==> config.mk <==
export PLATFORM = sky130hd
export DESIGN_NAME = burst_cache_ctrl
export DESIGN_NICKNAME = d
export VERILOG_FILES = /design/src/rtl/cache_pkg.sv /design/src/rtl/burst_cache_fsm.sv /design/src/rtl/burst_cache_ctrl.sv
export SDC_FILE = /design/constraint.sdc
export NUM_CORES = 1
export LEC_CHECK = 0
export BUFFER_PORTS_ARGS = -buffer_cell sky130_fd_sc_hd__buf_2
export CAP_MARGIN = 20
export CORE_AREA = 2 2 144 146
export CTS_BUF_LIST = sky130_fd_sc_hd__clkbuf_16
export DETAILED_ROUTE_END_ITERATION = 6
export DIE_AREA = 0 0 146 148
export PLACE_DENSITY = 0.55
export SETUP_SLACK_MARGIN = 0.15
export SLEW_MARGIN = 20
export SYNTH_ARGS = -nofsm -noshare
export SYNTH_HDL_FRONTEND = slang
export SYNTH_SLANG_ARGS = --single-unit
==> constraint.sdc <==
create_clock -name clk -period 2.7 [get_ports clk]
set_input_delay 0.405 -clock clk [delete_from_list [all_inputs] [get_ports clk]]
set_output_delay 0.405 -clock clk [all_outputs]
set_load 0.005 [all_outputs]
==> src/rtl/cache_pkg.sv <==
// Shared types and constants for the burst-refill cache controller.
package cache_pkg;

    // Controller states.
    typedef enum logic [2:0] {
        ST_IDLE  = 3'd0,
        ST_CHECK = 3'd1,
        ST_WRITE = 3'd2,
        ST_FETCH = 3'd3,
        ST_ALLOC = 3'd4,
        ST_THRU  = 3'd5
    } state_t;

    // Commands issued to the set.
    typedef enum logic [2:0] {
        CTRL_NOP   = 3'b000,
        CTRL_FILL  = 3'b001,
        CTRL_ALLOC = 3'b010,
        CTRL_READ  = 3'b100,
        CTRL_WRITE = 3'b101
    } ctrl_t;

    // Words per line for a given byte-offset width.
    function automatic int words_of(input int line_width);
        return 2 ** (line_width - 2);
    endfunction

    localparam int DEF_LINE_WIDTH = 6;
    localparam int WORDS          = words_of(DEF_LINE_WIDTH);

endpackage

==> src/rtl/burst_cache_fsm.sv <==
// Miss-handling state machine and burst beat counter.
module burst_cache_fsm
    import cache_pkg::*;
#(
    parameter int TAG_WIDTH  = 20,
    parameter int LINE_WIDTH = 6,
    parameter int KEY_WIDTH  = 2,
    parameter int WRITE_BACK = 1
) (
    input  logic                  clk,
    input  logic                  reset,
    input  logic                  en,
    input  logic                  write_en,
    input  logic                  line_hit,
    input  logic                  line_dirty,
    input  logic [TAG_WIDTH-1:0]  line_tag,
    input  logic [KEY_WIDTH-1:0]  line_key,
    input  logic                  mack,
    output state_t                state,
    output logic [LINE_WIDTH-3:0] beat,
    output logic [KEY_WIDTH-1:0]  victim_key,
    output logic [TAG_WIDTH-1:0]  victim_tag
);

    localparam int BW = LINE_WIDTH - 2;
    localparam logic [BW-1:0] LAST_BEAT = BW'(words_of(LINE_WIDTH) - 1);

    // State, beat and victim latches; a refill always runs to completion once begun.
    always_ff @(posedge clk) begin
        if (reset) begin
            state      <= ST_IDLE;
            beat       <= '0;
            victim_key <= '0;
            victim_tag <= '0;
        end else begin
            case (state)
                ST_IDLE: begin
                    // Write-through stores always go to memory, hit or miss.
                    if (en && write_en && (WRITE_BACK == 0))
                        state <= ST_THRU;
                    else if (en && !line_hit)
                        state <= ST_CHECK;
                end
                ST_CHECK: begin
                    victim_key <= line_key;
                    victim_tag <= line_tag;
                    beat       <= '0;
                    state      <= (line_dirty && (WRITE_BACK != 0)) ? ST_WRITE : ST_FETCH;
                end
                ST_WRITE: begin
                    if (mack) begin
                        if (beat == LAST_BEAT) begin
                            beat  <= '0;
                            state <= ST_FETCH;
                        end else begin
                            beat <= beat + 1'b1;
                        end
                    end
                end
                ST_FETCH: begin
                    if (mack) begin
                        if (beat == LAST_BEAT) begin
                            beat  <= '0;
                            state <= ST_ALLOC;
                        end else begin
                            beat <= beat + 1'b1;
                        end
                    end
                end
                ST_ALLOC: state <= ST_IDLE;
                ST_THRU:  if (mack) state <= ST_IDLE;
                default:  state <= ST_IDLE;
            endcase
        end
    end

endmodule

==> src/rtl/burst_cache_ctrl.sv <==
// Cache controller: hit path to the set, burst write-back/refill to memory.
module burst_cache_ctrl
    import cache_pkg::*;
#(
    parameter int TAG_WIDTH  = 20,
    parameter int SET_WIDTH  = 6,
    parameter int LINE_WIDTH = 6,
    parameter int KEY_WIDTH  = 2,
    parameter int WRITE_BACK = 1
) (
    input  logic                  clk,
    input  logic                  reset,
    input  logic                  en,
    input  logic                  write_en,
    input  logic [TAG_WIDTH-1:0]  tag,
    input  logic [SET_WIDTH-1:0]  idx,
    input  logic [LINE_WIDTH-1:0] offset,
    input  logic [31:0]           data,
    output logic                  hit,
    output logic                  stall,
    output logic [31:0]           out,
    output logic                  by_tag,
    output logic [TAG_WIDTH-1:0]  target_tag,
    output logic [TAG_WIDTH-1:0]  set_tag,
    output logic [KEY_WIDTH-1:0]  target_key,
    output logic [LINE_WIDTH-1:0] index,
    output logic [2:0]            ctrl,
    output logic [31:0]           write_data,
    output logic [31:0]           set_tick,
    input  logic                  line_hit,
    input  logic                  line_dirty,
    input  logic [31:0]           line_out,
    input  logic [TAG_WIDTH-1:0]  line_tag,
    input  logic [KEY_WIDTH-1:0]  line_key,
    output logic                  mreq,
    output logic                  mwrite_en,
    output logic [31:0]           maddr,
    output logic [31:0]           mdata,
    input  logic                  mack,
    input  logic [31:0]           mout
);

    state_t                  state;
    logic [LINE_WIDTH-3:0]   beat;
    logic [KEY_WIDTH-1:0]    victim_key;
    logic [TAG_WIDTH-1:0]    victim_tag;

    burst_cache_fsm #(
        .TAG_WIDTH  (TAG_WIDTH),
        .LINE_WIDTH (LINE_WIDTH),
        .KEY_WIDTH  (KEY_WIDTH),
        .WRITE_BACK (WRITE_BACK)
    ) u_fsm (
        .clk        (clk),
        .reset      (reset),
        .en         (en),
        .write_en   (write_en),
        .line_hit   (line_hit),
        .line_dirty (line_dirty),
        .line_tag   (line_tag),
        .line_key   (line_key),
        .mack       (mack),
        .state      (state),
        .beat       (beat),
        .victim_key (victim_key),
        .victim_tag (victim_tag)
    );

    assign stall = en && !hit;
    assign out   = line_out;

    // LRU timestamp: advances on every requesting cycle, wraps naturally.
    always_ff @(posedge clk) begin
        if (reset)
            set_tick <= 32'd1;
        else if (en)
            set_tick <= set_tick + 32'd1;
    end

    // Per-state set command and memory request muxing; everything idle defaults to zero.
    always_comb begin
        hit        = 1'b0;
        by_tag     = 1'b0;
        target_tag = '0;
        set_tag    = '0;
        target_key = '0;
        index      = '0;
        ctrl       = CTRL_NOP;
        write_data = '0;
        mreq       = 1'b0;
        mwrite_en  = 1'b0;
        maddr      = '0;
        mdata      = '0;
        case (state)
            ST_IDLE: begin
                by_tag     = 1'b1;
                target_tag = tag;
                index      = offset;
                if (en && line_hit) begin
                    if (!write_en) begin
                        ctrl = CTRL_READ;
                        hit  = 1'b1;
                    end else begin
                        // Write-through completes only once memory accepts the store.
                        ctrl       = CTRL_WRITE;
                        write_data = data;
                        hit        = (WRITE_BACK != 0);
                    end
                end
            end
            ST_CHECK: begin
                // Keep the lookup presented so the set reports its victim.
                by_tag     = 1'b1;
                target_tag = tag;
                index      = offset;
            end
            ST_WRITE: begin
                target_key = victim_key;
                index      = {beat, 2'b00};
                mreq       = 1'b1;
                mwrite_en  = 1'b1;
                maddr      = 32'({victim_tag, idx, beat, 2'b00});
                mdata      = line_out;
            end
            ST_FETCH: begin
                target_key = victim_key;
                index      = {beat, 2'b00};
                mreq       = 1'b1;
                maddr      = 32'({tag, idx, beat, 2'b00});
                if (mack) begin
                    ctrl       = CTRL_FILL;
                    write_data = mout;
                end
            end
            ST_ALLOC: begin
                target_key = victim_key;
                set_tag    = tag;
                ctrl       = CTRL_ALLOC;
            end
            ST_THRU: begin
                mreq      = 1'b1;
                mwrite_en = 1'b1;
                maddr     = 32'({tag, idx, offset});
                mdata     = data;
                hit       = mack;
            end
            default: ;
        endcase
    end

endmodule

==> reports/metrics.cfg, run 1 <==
[pwr]
peakVddDrop_mv = 0.271
switching_share = 0.369
pwr-share-comb = 0.450
clockPowerShare = 0.300
power-per-cell-area_mw_per_mm2 = 682
switching_power_w = 0.00163
cellLeakagePower_nw = 3.27
intPower_w = 0.00278
p_seq_frac = 0.250

[layout]
drive_gt1_frac = 0.478
num-nets-final = 1018
fin_area_mm2 = 0.00646
layout.cells.non_filler = 1136
layout_common_cells = buf_2 (372), a22o_1 (87), dfxtp_1 (61)
final_common_cell = buf_2
syn_to_final_growth_pct = 53.8

[clocking]
cts_buffers = 9
post_cts_buffers = 0
clk_path_buf_depth = 2
clkSlewWorstSetupHoldPaths_ns = 0.06
worstSkewPairLatency_ns = 0.33
cts_root_buf = clkbuf_16
tritoncts = done
cts_max_level = 3
cts_resized = 0
holdBufCountCts = 0
clock_sinks = 61

[global_route]
overflow = 0
grt_pass1_vias = 4731
grt_pass1_wl_um = 30300
grt_use_total = 0.183
grt_antenna_before_repair = 3
grt_max_degree = 62

[logic_synthesis]
yosysUniqueCellTypes = 42
synthCells = 540
yosys_warnings = 0
ys_async_sr_fraction = 0
synth_edf_count = 0
synth_fp_nets = 699
ys_seq_area_frac = 0.291
ys.flop_type = dfxtp_1
synth_seq_cells = 61
avgSynthCellArea_um2 = 7.78
synth_area_mm2 = 0.00420

[sta]
period_needed_ns = 2.37
rsz0062_at_grt = false
report.final.slew_viol_count = 0
finalSetupViolations = 0
finalCritPeriodShare = 0.880
tns_ns = 0
relSlewSlack = 0.404
fin_skew_ns = 0.0106
fmax_mhz = 421
worstMarginPinSlew_ns = 0.871
timing_hold_violations_final = 0

[floorplanning]
fp.dieArea_mm2 = 0.0216
core.rowCount = 52
dieWidth_um = 146
core_mm2 = 0.0200
die-height_um = 148
initial_core_util = 0.210
num_io_pins = 373

[placement]
gp_congestion = 0.870
place_area_mm2 = 0.00612
dp.cells = 1118
dp_hpwl_um = 17200
io_buffers = 372

[critical_path]
r2r.worst_path.cells = 4
cpPeakStageDelay_ns = 0.48
path_class = register to output port
worstPathArrival_ns = 1.97
r2r-end = set_tick[31]$_SDFFE_PP0P_
reg2reg_slack_ns = 0.46
critPathLaunchType = register
end_kind = output port
critPathRequiredTime_ns = 2.30
reg2reg_from = set_tick[6]$_SDFFE_PP0P_
cp_cell_sequence = nand2b_1, nor2_4, buf_4, a22o_1, buf_2
cp_max_fo = 37
cp_slowest_cell = dfxtp_1

[min_path]
hold_path.startpoint = line_tag[1]
min_path_cells = 3
hold_path_end = u_fsm.victim_tag[1]$_SDFFE_PP0P_
hold_class = input port to register

[detailed_routing]
wl_per_cell_um = 18.8
first_pass_iters = 5
drtIter0Drc = 232
post-route-drc-count = 0
ant_nets = 0
vias = 5393
wl_um = 21300
routed_via_density = 4.75

[status]
run_status = finished, final reports clean

[flow_run]
max_cap_viol_count = 0

==> critical path: cells and delay by family, from the launching register on <==
| family | cells | cell delay, ns |
|---|---|---|
| and+or+nand+nor | 2 | 0.41 |
| AOI/OAI and AO/OA | 1 | 0.22 |
| DFF | 1 | 0.48 |
| buffers and inverters | 2 | 0.51 |
==> layer usage <==
metal | vias up | routed length [um] | track usage
met5 | - | 9 | 0
li1 | 2579 | - | -
met1 | 2555 | 8630 | 0.224
met3 | 22 | 1650 | 0.0491
met4 | 2 | 413 | 0.0568
met2 | 235 | 10600 | 0.312
==> how the worst max path moves through the flow <==
stage / from / end / cells after the start
6_report: u_fsm.state[1]$_SDFFE_PP0P_ / maddr[17] / 5
5_1_grt: u_fsm.state[1]$_SDFFE_PP0P_ / write_data[22] / 6
4_1_cts: u_fsm.state[0]$_SDFFE_PP0P_ / maddr[7] / 4
3_5_place_dp: set_tick[6]$_SDFFE_PP0P_ / set_tick[31]$_SDFFE_PP0P_ / 4
3_3_place_gp: set_tick[6]$_SDFFE_PP0P_ / set_tick[31]$_SDFFE_PP0P_ / 4
2_1_floorplan: en / write_data[0] / 7
==> logic make-up (layout without fill, tap and decap cells) <==
| group | Yosys count | after routing | share of synthesized area |
|---|---|---|---|
| fa+ha+maj | 2 | 2 | 0.00595 |
| xor+xnor | 11 | 11 | 0.0229 |
| simple gates | 204 | 204 | 0.265 |
| buf+inv | 88 | 412 | 0.111 |
| mux | 5 | 5 | 0.0119 |
| other cells | 0 | 2 | 0 |
| compound gates | 169 | 169 | 0.293 |
| flops | 61 | 61 | 0.291 |
==> power groups by stage <==
| stage | Clock, W | Combinational (W) | Sequential (W) |
|---|---|---|---|
| floorplan | 0 | 0.00109 | 0.00107 |
| global placement | 0 | 0.00203 | 0.00112 |
| detailed placement | 0 | 0.00202 | 0.00112 |
| CTS | 0.00136 | 0.00203 | 0.00110 |
| global route | 0.00140 | 0.00218 | 0.00112 |
| finish | 0.00132 | 0.00198 | 0.00110 |
==> cells in the mapped netlist (2+ instances only) <==
cell type  number  area (um^2)
nand4b_1        2         17.5
dfxtp_1        61         1220
or4_1          16          120
buf_4          32          240
a21oi_1        48          240
xnor2_1         4         35.0
o21ai_0        12         60.1
buf_2           6         30.0
and2_1         52          325
or3_1           7         43.8
inv_1           8         30.0
a22o_1         87          762
and3_1          4         25.0
xor2_1          7         61.3
o31ai_1        14          105
nor2_1         21         78.8
or2_2           3         18.8
nand2b_1        5         31.3
and4_1          3         26.3
nor3_1          3         15.0
o21a_1          3         22.5
clkbuf_1       40          150
nand2_1        55          206
mux2i_1         5         50.1
nand4_1         9         56.3
nand3_1        15         75.1
nor4_1          2         12.5
ha_1            2         25.0
==> final cells by class <==
type	count	area, um^2
Fill cell	2226	13600
Tap cell	270	338
Clock buffer	9	225
Multi-Input combinational cell	391	2540
Inverter	8	30.0
Timing Repair Buffer	388	1990
Clock inverter	7	115
Sequential cell	61	1220
Antenna cell	2	5.00
==> metrics by stage <==
| step | hold slack [ns] | power [W] | setup slack [ns] | utilization |
|---|---|---|---|---|
| final | 0.316 | 0.00441 | 0.325 | 0.323 |
| after global routing | 0.306 | 0.00470 | 0.179 | 0.323 |
| after CTS | 0.299 | 0.00449 | 0.192 | 0.322 |
| after detailed placement | 0.449 | 0.00314 | 0.488 | 0.305 |
| after global placement | 0.444 | 0.00315 | 0.531 | 0.305 |
| after floorplan | 0.437 | 0.00215 | 0.630 | - |
==> registers in the layout, indices dropped and copies added (netlist names) <==
register          count
set_tick             32
u_fsm.beat            4
u_fsm.state           3
u_fsm.victim_key      2
u_fsm.victim_tag     20
Note: power is estimated with default switching activity, not from simulation.
==> inputs of run 2 (changes only) <==
REMOVE_ABC_BUFFERS = 1   (was unset)
==> run 2 against run 1 <==
Non-clock buffer count increased by 7. Setup slack got worse by 0.057 ns. Clock-buffer cell count unchanged. Clock skew decreased by 0.0035 ns. Highest routed layer unchanged. Sequential share of layout area decreased by 0.075 points. Register-to-register slack about the same. Die area unchanged. Global-route usage increased by 5.7 points. Critical path type unchanged. First-iteration DRC count increased by 78%.
==> reports/metrics.cfg, run 2 (synthesis results as in run 1) <==
[status]
run_status = finished, final reports clean

[sta]
relSlewSlack = 0.377
tns_ns = 0
period_needed_ns = 2.43
timing_hold_violations_final = 0
report.final.slew_viol_count = 0
finalCritPeriodShare = 0.901
fin_skew_ns = 0.00713
fmax_mhz = 411
finalSetupViolations = 0
fin_ws_ns = 0.268
rsz0062_at_grt = false
worstMarginPinSlew_ns = 0.911

[pwr]
cellLeakagePower_nw = 3.28
power-per-cell-area_mw_per_mm2 = 682
p_total_w = 0.00443
peakVddDrop_mv = 0.265

[clocking]
holdBufCountCts = 0
cts_max_level = 3
clkSlewWorstSetupHoldPaths_ns = 0.06
tritoncts = done
cts_root_buf = clkbuf_16
clock_sinks = 61
worstSkewPairLatency_ns = 0.33
clk_path_buf_depth = 2
cts_buffers = 9

[layout]
final_common_cell = buf_2
largestRegisters = set_tick: 32 flops, u_fsm.victim_tag: 20 flops, u_fsm.beat: 4 flops
top_register = set_tick
syn_to_final_growth_pct = 54.6
largest_reg_flops = 32
nFillCells = 2240
fin_area_mm2 = 0.00650
drive_gt1_frac = 0.489
utilization = 0.324
layout_common_cells = buf_2 (372), a22o_1 (86), dfxtp_1 (60)
num-nets-final = 1025

[floorplanning]
num_io_pins = 373
core_mm2 = 0.0200
dieWidth_um = 146
core.rowCount = 52
die-height_um = 148
initial_core_util = 0.210
fp.dieArea_mm2 = 0.0216

[critical_path]
cpLargestDelayFamily = buffers and inverters
path_class = register to output port
end_kind = output port
cpPeakStageDelay_ns = 0.47
critPathLaunchType = register
reg2reg_from = set_tick[6]$_SDFFE_PP0P_
cp_slowest_cell = dfxtp_2
cp_max_fo = 14
cp-startpoint = u_fsm.state[2]$_SDFFE_PP0P_
worstPathArrival_ns = 2.03
crit_buf_inv = 3
critPathRequiredTime_ns = 2.30
cp_cell_sequence = nand2b_1, nor2_4, buf_4, buf_4, a22o_1, buf_2
crit_top_cell = buf_4

[detailed_routing]
wl_per_cell_um = 23.7
ant_nets = 0
routed_via_density = 4.90
drtIter0Drc = 414
wl_um = 27200
post-route-drc-count = 0
vias = 5620
first_pass_iters = 5

[global_route]
grt_pass1_vias = 5151
grt_max_degree = 36
grt_pass1_wl_um = 37400
grt_use_total = 0.240
overflow = 0
grt_antenna_before_repair = 15

[min_path]
hold_path.startpoint = line_tag[18]
hold_class = input port to register

[placement]
place_area_mm2 = 0.00618
place_ws_ns = 0.226
dp_hpwl_um = 22400
gp_congestion = 0.878
io_buffers = 372

[flow_run]
max_cap_viol_count = 0

## run 2: cell count changes in the layout (fill, tap and decap cells not counted), moves of 2 or more
cell,change
buf_12,+2
bufinv_16,-3
buf_4,+5
clkinvlp_4,+3
diode_2,+5
clkinv_4,-2
nor2_1,-2
## run 2: final timing paths
path | cells after the start | to | slack, ns
worst max register to register | 4 | set_tick[31]$_SDFFE_PP0P_ | 0.46
worst min-delay path | 3 | u_fsm.victim_tag[18]$_SDFFE_PP0P_ | 0.31
worst min register to register | 2 | u_fsm.victim_tag[14]$_SDFFE_PP0P_ | 0.46
worst max-delay path | 6 | maddr[31] | 0.27
## run 2: layout make-up
cell class                      instances  area [um^2]  area share
Multi-Input combinational cell        391         2550       0.392
Timing Repair Buffer                  395         2070       0.319
Sequential cell                        61         1220       0.188
Tap cell                              270          338      0.0520
Clock buffer                            9          225      0.0347
Clock inverter                          7         43.8     0.00674
Inverter                                8         30.0     0.00462
Antenna cell                            7         17.5     0.00270
## run 2: through the flow
stage	hold slack, ns	cells
detailed placement	0.448	1122
CTS	0.291	1141
floorplan	0.431	460
finish	0.309	1148
global placement	0.443	1122
global route	0.312	1143
## run 2: worst reg2reg max path, cell delays in order (launching register included)
cell	delay, ns
dfxtp_1	0.45
nand4_1	0.18
or4_1	0.80
or4_1	0.59
a21oi_1	0.14
## run 2: layer usage
metal	up-vias	routed length, um	global-route usage	part of all wire
li1	2597	-	-	-
met1	2702	12600	0.339	0.46
met2	284	11400	0.343	0.42
met3	31	2660	0.0901	0.098
met4	6	446	0.0553	0.016
met5	-	34	0	0.0013
## run 2: what timing repair did
item                       4_1_cts  5_1_grt
buffers inserted                 3        0
gates resized for setup          3        1
pin swaps                        1        0
gates cloned                     0        0
setup endpoints to repair       37        1
## run 2: power by group
part	internal, W	switching [W]
clock network	0.000616	0.000462
registers	0.00100	0.0000845
logic	0.000987	0.00128
==> inputs of run 3 (changes only) <==
ABC_AREA = 1   (was unset)
CORE_AREA = 2 2 146 148   (was 2 2 144 146)
DIE_AREA = 0 0 148 150   (was 0 0 146 148)
PLACE_DENSITY = 0.56   (was 0.55)
==> run 3 against run 2 <==
Largest power group unchanged. Cell count grew 20%. Clock-buffer cell count is the same. Power shrank 1.8%. Largest cell class unchanged. Via count grew 11%. Clock power is essentially flat. Synthesized cell count grew 43%. Sequential share of layout area shrank 0.73 points. Clock skew grew 0.0020 ns. Highest routed layer is now met4.
==> reports/metrics.cfg, run 3 <==
[floorplanning]
die-height_um = 150
core_mm2 = 0.0207
num_io_pins = 373
core.rowCount = 53
dieWidth_um = 148
initial_core_util = 0.222
fp.dieArea_mm2 = 0.0222

[critical_path]
cp_cell_sequence = inv_2, nor2_1, inv_1, nor2_1, buf_2
worstPathArrival_ns = 2.01
critPathRequiredTime_ns = 2.30
critPathLaunchType = register
cp_slowest_cell = dfxtp_1
end_kind = output port
path_class = register to output port
cp_max_fo = 22
r2r.worst_path.cells = 6
crit_top_cell = nor2_1
cp.depth = 5
cpLargestDelayFamily = buffers and inverters
crit_buf_inv = 3
cpPeakStageDelay_ns = 0.47

[detailed_routing]
routed_via_density = 4.53
drtIter0Drc = 291
ant_nets = 0
wl_um = 22400
first_pass_iters = 4
post-route-drc-count = 0
wl_per_cell_um = 16.3
vias = 6238

[sta]
report.final.slew_viol_count = 0
relSlewSlack = 0.485
fin_skew_ns = 0.00913
finalSetupViolations = 0
period_needed_ns = 2.42
finalCritPeriodShare = 0.896
fin_ws_ns = 0.280
rsz0062_at_grt = false
worstMarginPinSlew_ns = 0.772
fmax_mhz = 413
tns_ns = 0
timing_hold_violations_final = 0

[placement]
place_ws_ns = 0.532
gp_congestion = 0.861
dp.cells = 1360
dp_hpwl_um = 18400
io_buffers = 372

[pwr]
intPower_w = 0.00255
p_seq_frac = 0.260
cellLeakagePower_nw = 3.71
pwr-share-comb = 0.485
p_total_w = 0.00435
clockPowerShare = 0.255
power-per-cell-area_mw_per_mm2 = 644
peakVddDrop_mv = 0.374
switching_power_w = 0.00180
switching_share = 0.414

[global_route]
grt_pass1_wl_um = 31600
grt_max_degree = 52
grt_use_total = 0.186
overflow = 0
grt_pass1_vias = 5337
grt_antenna_before_repair = 1

[logic_synthesis]
yosysMostFrequentCell = inv_1
synth_edf_count = 0
synthTopCellsByArea = dfxtp_1 (27%), inv_1 (11%), nand3_1 (9.5%)
ys_seq_area_frac = 0.266
synthCells = 773
avgSynthCellArea_um2 = 5.93
yosysUniqueCellTypes = 34
ys.flop_type = dfxtp_1
ys_async_sr_fraction = 0
yosys-top-cells-count = inv_1 (130), nor2_1 (115), nand3_1 (87), nand2_1 (83), o21ai_0 (72)
yosys_warnings = 0
synth_seq_cells = 61
synth_area_mm2 = 0.00458
yosysTopAreaCellShare = 0.266
synth_top_cell_by_area = dfxtp_1

[clocking]
clk_path_buf_depth = 2
post_cts_buffers = 0
cts_buffers = 9
tritoncts = done
worstSkewPairLatency_ns = 0.33
cts_root_buf = clkbuf_16
cts_resized = 0
cts_max_level = 3
clock_sinks = 61
clkSlewWorstSetupHoldPaths_ns = 0.05
holdBufCountCts = 0

[layout]
layout_common_cells = buf_2 (372), inv_1 (133), nor2_1 (115)
layout.cells.non_filler = 1376
final_common_cell = buf_2
num-nets-final = 1255
largest_reg_flops = 32
drive_gt1_frac = 0.384
syn_to_final_growth_pct = 47.3
largestRegisters = set_tick: 32 flops, u_fsm.victim_tag: 20 flops, u_fsm.beat: 4 flops
top_register = set_tick
n_antenna_cell = 0

[min_path]
min_path_cells = 3
hold_class = input port to register

[status]
run_status = finished, final reports clean

[flow_run]
max_cap_viol_count = 0

## run 3: cell types whose count changed in the layout (fill, tap and decap cells not counted), moves of 10 or more
cell | before | now
inv_1 | 10 | 133
nor2_1 | 18 | 115
a22o_1 | 86 | 0
nand3_1 | 15 | 86
o21ai_0 | 12 | 72
and2_1 | 51 | 1
o21ai_1 | 0 | 30
o22ai_1 | 0 | 30
nand2_1 | 55 | 83
or4_1 | 16 | 0
o31ai_1 | 14 | 0
buf_4 | 20 | 10
## run 3: tightest hold or removal path, cell delays in order
cell and delay [ns]:
buf_2 0.07, o21ai_0 0.07, a21oi_1 0.10
## run 3: metrics by stage
step	hold slack, ns	instance area [um^2]	util
CTS	0.344	6740	0.326
floorplan	0.432	4160	-
global placement	0.445	6460	0.312
global route	0.355	6750	0.326
finish	0.356	6750	0.326
detailed placement	0.448	6460	0.312
## run 3: path summary, 6_finish.rpt
path                                                    endpoint  slack [ns]                        startpoint
worst max-delay path                                 set_tag[16]        0.28       u_fsm.state[2]$_SDFFE_PP0P_
worst min register to register  u_fsm.victim_key[1]$_SDFFE_PP0P_        0.45  u_fsm.victim_key[1]$_SDFFE_PP0P_
worst max register to register        u_fsm.beat[0]$_SDFFE_PP0P_        0.91       u_fsm.state[2]$_SDFFE_PP0P_
worst min-delay path            u_fsm.victim_tag[8]$_SDFFE_PP0P_        0.36                       line_tag[8]
## run 3: kinds of logic (layout without fill, tap and decap cells)
logic type | count (synthesis) | in the layout | synth area share
flip-flops | 61 | 61 | 0.266
buffers and inverters | 209 | 537 | 0.204
AND/OR/NAND/NOR | 318 | 318 | 0.311
XOR/XNOR | 2 | 2 | 0.00382
AO/OA/AOI/OAI | 181 | 181 | 0.208
adder cells (fa/ha/maj) | 2 | 2 | 0.00546
## run 3: layout make-up
cell class | instances | area, um^2
clock buffers | 9 | 225
fillers | 2390 | 13900
inverters | 138 | 518
well taps | 275 | 344
clock inverters | 7 | 60.1
flip-flops and latches | 61 | 1220
repair buffers | 383 | 1950
multi-input cells | 503 | 2430
## run 3: power by group through the flow
| stage | Combinational (W) | Sequential [W] | Clock [W] |
|---|---|---|---|
| final | 0.00211 | 0.00113 | 0.00111 |
| after global routing | 0.00234 | 0.00115 | 0.00119 |
| after CTS | 0.00213 | 0.00113 | 0.00115 |
| after detailed placement | 0.00212 | 0.00115 | 0 |
| after global placement | 0.00210 | 0.00115 | 0 |
| after floorplan | 0.00106 | 0.00114 | 0 |
## run 3: metal layers
metal  track usage  part of all wire  up-vias
li1              -                 -     3104
met1         0.222              0.40     2860
met2         0.335              0.50      252
met3        0.0457             0.079       22
met4        0.0414             0.015        0
met5             0                 0        -
